### src/rtl/down_counter_4_bit.sv
// Loadable, cascadable down counter with terminal-count borrow, optional
// auto-reload from the last loaded value, and a sticky underflow flag.
module down_counter_4_bit #(
  parameter int WIDTH     = 4,
  parameter int RELOAD_EN = 1
) (
  input  logic             clk,
  input  logic             reset,
  input  logic             en,
  input  logic             load,
  input  logic [WIDTH-1:0] load_val,
  output logic [WIDTH-1:0] q,
  output logic             zero,
  output logic             borrow,
  output logic             done
);

  logic [WIDTH-1:0] rld;
  logic [WIDTH-1:0] wrap_val;

  // Underflow target: stored load value, or all-ones for a plain wide chain.
  assign wrap_val = (RELOAD_EN != 0) ? rld : {WIDTH{1'b1}};

  assign zero   = (q == '0);
  assign borrow = en & ~load & zero;

  always_ff @(posedge clk or posedge reset) begin
    if (reset) begin
      q    <= '0;
      rld  <= '0;
      done <= 1'b0;
    end else if (load) begin
      q    <= load_val;
      rld  <= load_val;
      done <= 1'b0;
    end else if (en) begin
      if (zero) begin
        q    <= wrap_val;
        done <= 1'b1;
      end else begin
        q    <= q - WIDTH'(1);
      end
    end
  end

endmodule
### config.mk
export PLATFORM = sky130hd
export DESIGN_NAME = down_counter_4_bit
export DESIGN_NICKNAME = d
export VERILOG_FILES = /design/src/rtl/down_counter_4_bit.sv
export SDC_FILE = /design/constraint.sdc
export NUM_CORES = 1
export LEC_CHECK = 0
export CAP_MARGIN = 20
export CORE_AREA = 2 2 39 41
export DETAILED_ROUTE_END_ITERATION = 6
export DIE_AREA = 0 0 41 43
export PLACE_DENSITY = 0.76
export SYNTH_ARGS = -nofsm -noshare
export SYNTH_HDL_FRONTEND = slang
export SYNTH_SLANG_ARGS = --single-unit
### constraint.sdc
create_clock -name clk -period 1.8 [get_ports clk]
set_input_delay 0.27 -clock clk [delete_from_list [all_inputs] [get_ports clk]]
set_output_delay 0.27 -clock clk [all_outputs]
set_load 0.005 [all_outputs]
### Yosys cells after proc, flatten, opt, wreduce, memory -nomap -nowiden

Index checks and enable logic that the tools add are counted.
W data, S select, Z words.

* register bits after elaboration: 9
* input bits: 8
* output and inout port bits: 7
* word-level logic and storage cells: 17

* $add $sub $neg: 1
* muxes and demuxes: 6
* bitwise gates (word level): 3
* reductions and logical operators: 4

Operators with widths (number)
* $mux W4: 3
* $logic_not A4 Y1: 1
* $reduce_bool A2 Y1: 2
* $sub A4 B1 Y4 const B: 1
* $mux W1: 3
* $and A1 B1 Y1: 2
* $reduce_and A2 Y1: 1
* $not A1 Y1: 1

### Logic depth before layout (Yosys ltp)

Gate-level depths: netlist (run 1).

* depth in word-level cells: 4
* mapped depth: 6
* mapped depth without buffers: 6

### Worst setup path before layout (run 1)

No wires, ideal clock.

* path type: register to register
* start point: register q[0]
* end point: register q[0]
* data arrival time: 1.427 ns
* required time: 1.699 ns
* path slack: 0.273 ns
* stages on the path, launching flop included: 7
* buffers on the path: 0
* cells stage by stage: dfrtp_1 > clkinv_4 > ha_1 > or3b_4 > clkinv_2 > nor2_2 > o311ai_2

* cells in the longest elaborated chain, start to end: 4
* elaborated cells on any way between the ends: 5

RTL lines
* from (decl): RTL line 12 `output logic [WIDTH-1:0] q,`
* from (signal assigned): RTL line 33 `q <= load_val;`
* from (signal assigned): RTL line 38 `q <= wrap_val;`
* from (signal assigned): RTL line 41 `q <= q - WIDTH'(1);`
* $logic_not A4 Y1: RTL line 24 `assign zero = (q == '0);`
* via zero: RTL line 13 `output logic zero,`
* $mux W4: RTL line 37 `if (zero) begin`
* $mux W4: RTL line 36 `end else if (en) begin`
* $mux W4: RTL line 32 `end else if (load) begin`

The timed path passes the listed nets, and every way through them passes these cells. The select of a mux whose other input is x is not followed.
A chain may end at the register's enable or synchronous reset.

### Final worst setup path (run 1)

* start point: register q[0]
* end point: output borrow

* cells in the longest elaborated chain, start to end: 2

RTL lines
* $logic_not A4 Y1: RTL line 24
* $and A1 B1 Y1: RTL line 25 `assign borrow = en & ~load & zero;`
* to (decl): RTL line 14 `output logic borrow,`

Every way passes these cells.

==> results of run 1 <==
per-stage QoR:
step | hold slack, ps | TNS [ps] | cell area, um2
floorplan | 97.9 | 0 | 480
global placement | 476 | -63.9 | 719
detailed placement | 489 | -138 | 719
CTS | 271 | -22.4 | 790
global route | 309 | -76.4 | 808
finish | 262 | -38.7 | 808
Yosys cell counts:
cell      count  area, um2
dfrtp_1       9        225
a21oi_1       5       25.0
inv_1         5       18.8
nor2_1        5       18.8
nand2_1       3       11.3
o21ai_0       2       10.0
or3_1         2       12.5
and2_4        1       8.76
clkbuf_1      1       3.75
clkinv_2      1       5.00
clkinv_4      1       8.76
ha_1          1       12.5
mux2_1        1       11.3
mux2_2        1       11.3
nand2b_1      1       6.26
nor2_2        1       6.26
nor2b_1       1       6.26
nor3_1        1       5.00
nor3b_1       1       7.51
nor4b_1       1       8.76
o311ai_2      1       16.3
o31a_1        1       8.76
o31ai_2       1       12.5
o41ai_1       1       8.76
or3b_4        1       11.3
metal layers:
| metal | track usage | up-vias | wire length [um] |
|---|---|---|---|
| li1 | - | 232 | - |
| met1 | 0.220 | 224 | 532 |
| met2 | 0.303 | 17 | 633 |
| met3 | 0.0314 | 4 | 75 |
| met4 | 0.120 | 0 | 28 |
| met5 | 0 | - | 0 |
worst max-delay path, delay by kind of cell (launching register included):
family	cells	cell delay [ps]
buf+inv	3	310
simple gates	2	450
fa+ha+maj	1	120
flops	1	410
sequential cells by signal (all words and copies together) (netlist names):
name	flops
q	4
done	1
rld	4
repair_timing:
action | in CTS | in global routing
hold endpoints to repair | 0 | 0
gates resized for setup | 11 | 4
gates cloned | 0 | 0
buffers inserted | 4 | 2
pin swaps | 2 | 3
setup endpoints to repair | 2 | 3
area by class of cell:
cell class	count	area, um2	share of cell area
Sequential cell	9	225	0.279
Clock buffer	4	26.3	0.0325
Multi-Input combinational cell	32	248	0.307
Inverter	7	32.5	0.0402
Timing Repair Buffer	30	256	0.317
Tap cell	16	20.0	0.0248
kinds of logic after synthesis:
group           Yosys count  synth area share
flops                     9             0.469
mux                       2            0.0469
buf+inv                   8            0.0755
compound gates           11             0.169
fa+ha+maj                 1            0.0260
simple gates             18             0.214
path summary, 6_finish.rpt:
kind	start	to	slack, ps
min in group clk	rld[2]$_DFFE_PP0P_	rld[2]$_DFFE_PP0P_	500
max in group asynchronous	reset	q[3]$_DFFE_PP0P_	1280
hold reg to reg	rld[2]$_DFFE_PP0P_	rld[2]$_DFFE_PP0P_	500
setup / recovery	q[0]$_DFFE_PP0P_	borrow	-40
setup reg to reg	q[0]$_DFFE_PP0P_	q[1]$_DFFE_PP0P_	100
hold / removal	reset	rld[3]$_DFFE_PP0P_	260
power by group:
group	internal (mW)	switching [mW]
logic	0.131	0.0855
clock network	0.0855	0.0722
registers	0.223	0.0150
total	0.440	0.173
==> flow_summary.toml, run 1 <==
[setup_path]
worst_ep_arrival_time_ps = 1570
max_stage_delay_ps = 410
crit_type = "flip-flop to output port"
rr_worst_depth = 7
critPathSlowestCell = "dfrtp_1"
crit_path_start_kind = "flip-flop"
worst_setup_path_end_kind = "output port"
crit_chain = "clkinv_4, ha_4, or3b_4, buf_6, nor2_4, buf_2"
cp.required_ps = 1530
crit_fanout = 2

[clocking]
clkSlewWorstSetupHoldPaths_ps = 60
cts-buffers-inserted = 3
clk_latency_ps = 260
root_buffer = "clkbuf_4"
cts_buffer_depth = 2
cts.sinks = 9
htree_levels = 1
postCtsHoldBufs = 0
cts_tree = "built"

[drt]
drtIter0Drc = 14
final_antenna_net_count = 0
wl_per_cell_um = 13.0
wl_um = 1270
vias = 477
routed_via_density = 4.87
drtPass1Iterations = 4
drt_drc_violations_left = 0

[yosys]
yosys_warnings = 0
netlist_area_um2 = 480
syn-instance-count = 49
syn-num-nets = 58
yosysSeqAreaShare = 0.469
avgSynthCellArea_um2 = 9.81
ys_ff_latch = 9
yosys.cell_types.count = 25

[finish]
nets = 92
final_cell_mix = "buf_4, clkdlybuf4s50_1, dfrtp_1, a21oi_1"
nFillCells = 115
syn2layout_area_growth_pct = 68.2
instances_no_fill = 98
diodes = 0
mostFrequentLayoutCell = "buf_4"
layout-drive-gt1-share = 0.390
fin_util = 0.584

[status]
violations = "setup timing"
outcome = "finished with violations"

[floorplan]
core_area_mm2 = 0.00138
pin_count = 15
die_area_mm2 = 0.00176
row_count = 14
die_h_um = 43
initial_core_util = 0.347
die_w_um = 41

[timing]
max_freq_ghz = 0.544
setup_ws_ps = -38.7
rsz0062_at_grt = "yes"
slew_headroom = 0.751
setup_violations = 1
hold_violations = 0
maxSlewViolCount = 0
finalCritPeriodShare = 1.02
skew_ps = 4.58
layout_min_cycle_time_ps = 1840
tightestPinTransition_ps = 369

[worst_hold_path]
hold_class = "input pin to asynchronous set/reset pin"

[global_route]
grt_overflow = 0
antenna_found_initial = 0
grt_pass1_vias = 513
grt_first_pass_wirelength_um = 2180
grt_max_degree = 14
grt_usage = 0.190

[place]
place_congestion = 0.809
portBuffers = 14
dp_slack_ps = -108
placed_cells = 89
dp_hpwl_um = 896

[power]
powerDensity_mw_per_mm2 = 758
power.total_mw = 0.613
ir_drop_v = 0.000390
leakagePower_nw = 0.374

[flow_run]
drv_cap = 0
No activity file was read; power rests on OpenSTA's default activity.
==> inputs of run 2 (changes only) <==
--- a/config.mk
+++ b/config.mk
@@ -5,11 +5,13 @@
 export SDC_FILE = /design/constraint.sdc
 export NUM_CORES = 1
 export LEC_CHECK = 0
+export ABC_AREA = 1
 export CAP_MARGIN = 20
-export CORE_AREA = 2 2 39 41
+export CORE_MARGIN = 1.5
+export CORE_UTILIZATION = 36
 export DETAILED_ROUTE_END_ITERATION = 6
-export DIE_AREA = 0 0 41 43
 export PLACE_DENSITY = 0.76
+export REMOVE_ABC_BUFFERS = 1
 export SYNTH_ARGS = -nofsm -noshare
 export SYNTH_HDL_FRONTEND = slang
 export SYNTH_SLANG_ARGS = --single-unit
==> flow_summary.toml, run 2 <==
[status]
outcome = "completed"

[setup_path]
crit_chain = "inv_1, ha_2, inv_1, nor2_2, nand2_2, nor2_1, clkbuf_2"
cp.required_ps = 1530
crit_fanout = 3
crit_path_start_kind = "flip-flop"
worst_setup_path_end_kind = "output port"
max_stage_delay_ps = 380
rr_startpoint = "q[0]$_DFFE_PP0P_"
crit_start = "q[0]$_DFFE_PP0P_"
crit_top_cell = "inv_1"
worst_ep_arrival_time_ps = 1330
critPathSlowestCell = "dfrtp_1"
crit_type = "flip-flop to output port"
rr_worst_depth = 11

[finish]
layout-drive-gt1-share = 0.236
nFillCells = 108
mostFrequentLayoutCell = "nand2_1"
nets = 99
syn2layout_area_growth_pct = 50.5
seq_area_um2 = 225
multiInputGateArea_um2 = 215
reg_top3 = "q: 4 flops, rld: 4 flops, done: 1 flops"
final_cell_mix = "nand2_1, clkdlybuf4s50_1, dfrtp_1, buf_4"
diodes = 0

[yosys]
yosysSeqAreaShare = 0.474
avgSynthCellArea_um2 = 7.55
syn-instance-count = 63
synth_compound_area_frac = 0.0842
synthSimpleGateAreaFrac = 0.337
yosys.area.top_type = "dfrtp_1"
yosys_warnings = 0
yosysMostFrequentCell = "nand2_1"
yosys.area.top_type_share = 0.474
synth_top_family_by_area = "simple AND/OR/NAND/NOR gates"
async_flop_share = 1.00
synth_ff_type = "dfrtp_1"
netlist_area_um2 = 475
synth_top_cells_by_count = "nand2_1, dfrtp_1, inv_1, nand3_1, inv_2"
synthAdderAreaFrac = 0.0263
synth_mux_area_frac = 0
synth-edff-count = 0
synth-xor-area-share = 0
ys_ff_latch = 9
yosys.cell_types.count = 14
yosys-top-cells-area = "dfrtp_1, nand2_1, nand3_1"

[drt]
wl_per_cell_um = 10.9
final_antenna_net_count = 0
drt_drc_violations_left = 0
wl_um = 1120
routed_via_density = 4.83
vias = 497
drtPass1Iterations = 6
drtIter0Drc = 13

[floorplan]
initial_core_util = 0.406
pin_count = 15
row_count = 12
die_area_mm2 = 0.00155
die_w_um = 39.3
die_h_um = 39.3
core_area_mm2 = 0.00117

[timing]
setup_violations = 0
rsz0062_at_grt = "no"
maxSlewViolCount = 0
tightestPinTransition_ps = 372
max_freq_ghz = 0.626
skew_ps = 4.47
slew_headroom = 0.752
hold_violations = 0
setup_tns_ps = 0
finalCritPeriodShare = 0.888
layout_min_cycle_time_ps = 1600

[place]
dp_hpwl_um = 857
place_congestion = 0.746
portBuffers = 14

[power]
swShare = 0.297
p_sw_mw = 0.171
powerDensity_mw_per_mm2 = 802
clkPwrFrac = 0.276
ir_drop_v = 0.000529
power.total_mw = 0.574
sequentialPowerShare = 0.419
pwr-share-comb = 0.305
leakagePower_nw = 0.371
p_int_mw = 0.404

[clocking]
root_buffer = "clkbuf_4"
cts.sinks = 9
postCtsHoldBufs = 0
htree_levels = 1
cts_tree = "built"
clkSlewWorstSetupHoldPaths_ps = 60
clk_latency_ps = 260
cts_buffer_depth = 2
cts-buffers-inserted = 3

[worst_hold_path]
hold_class = "input pin to asynchronous set/reset pin"

[global_route]
grt_max_degree = 10
grt_first_pass_wirelength_um = 1960
antenna_found_initial = 0
grt_usage = 0.198
grt_overflow = 0
grt_pass1_vias = 438

[flow_run]
drv_cap = 0
[run 2: logic make-up after synthesis]
family	after synthesis
simple gates	36
buf+inv	10
flops	9
compound gates	7
fa+ha+maj	1
[run 2: per-stage QoR]
step                 util  setup WS [ps]  area [um2]  cells  hold slack, ps
finish              0.611            201         716    103             277
global route        0.611           89.0         716    103             297
CTS                 0.614           57.6         719    103             293
detailed placement  0.573           60.1         671     96             466
global placement    0.573           70.2         671     96             463
floorplan               -            543         475     63            97.9
[run 2: layer usage]
metal	track usage	vias up	wire [um]
met5	0	-	0
met4	0.129	0	18
met3	0.0511	2	46
met2	0.317	14	529
met1	0.232	228	523
li1	-	253	-
[run 2: timing repair]
action	CTS	global route
endpoints found under the setup margin	2	1
gates resized for setup	3	2
buffers inserted	3	0
hold endpoints to repair	0	0
pin swaps	1	1
[run 2: area by class of cell]
type | instances | area share
Inverter | 10 | 0.0524
Clock buffer | 4 | 0.0367
Timing Repair Buffer | 22 | 0.271
Tap cell | 14 | 0.0245
Multi-Input combinational cell | 44 | 0.301
Sequential cell | 9 | 0.315
[run 2: power groups by stage]
stage / clock (mW) / sequential (mW) / combinational [mW]
6_report: 0.159 / 0.240 / 0.175
4_1_cts: 0.165 / 0.240 / 0.175
2_1_floorplan: 0 / 0.246 / 0.0740
3_5_place_dp: 0 / 0.244 / 0.163
3_3_place_gp: 0 / 0.243 / 0.159
5_1_grt: 0.172 / 0.242 / 0.197
[run 2: worst max-delay path: cells and delay by family (launching register included)]
family | cells | cell delay, ps
simple gates | 3 | 270
flops | 1 | 380
buf+inv | 3 | 240
fa+ha+maj | 1 | 180
[run 2: worst paths after layout]
kind | to | slack, ps
min | q[3]$_DFFE_PP0P_ | 280
max reg2reg | q[2]$_DFFE_PP0P_ | 320
max | borrow | 200
max in group asynchronous | q[0]$_DFFE_PP0P_ | 1250
min reg2reg | rld[2]$_DFFE_PP0P_ | 480
min in group clk | rld[2]$_DFFE_PP0P_ | 480
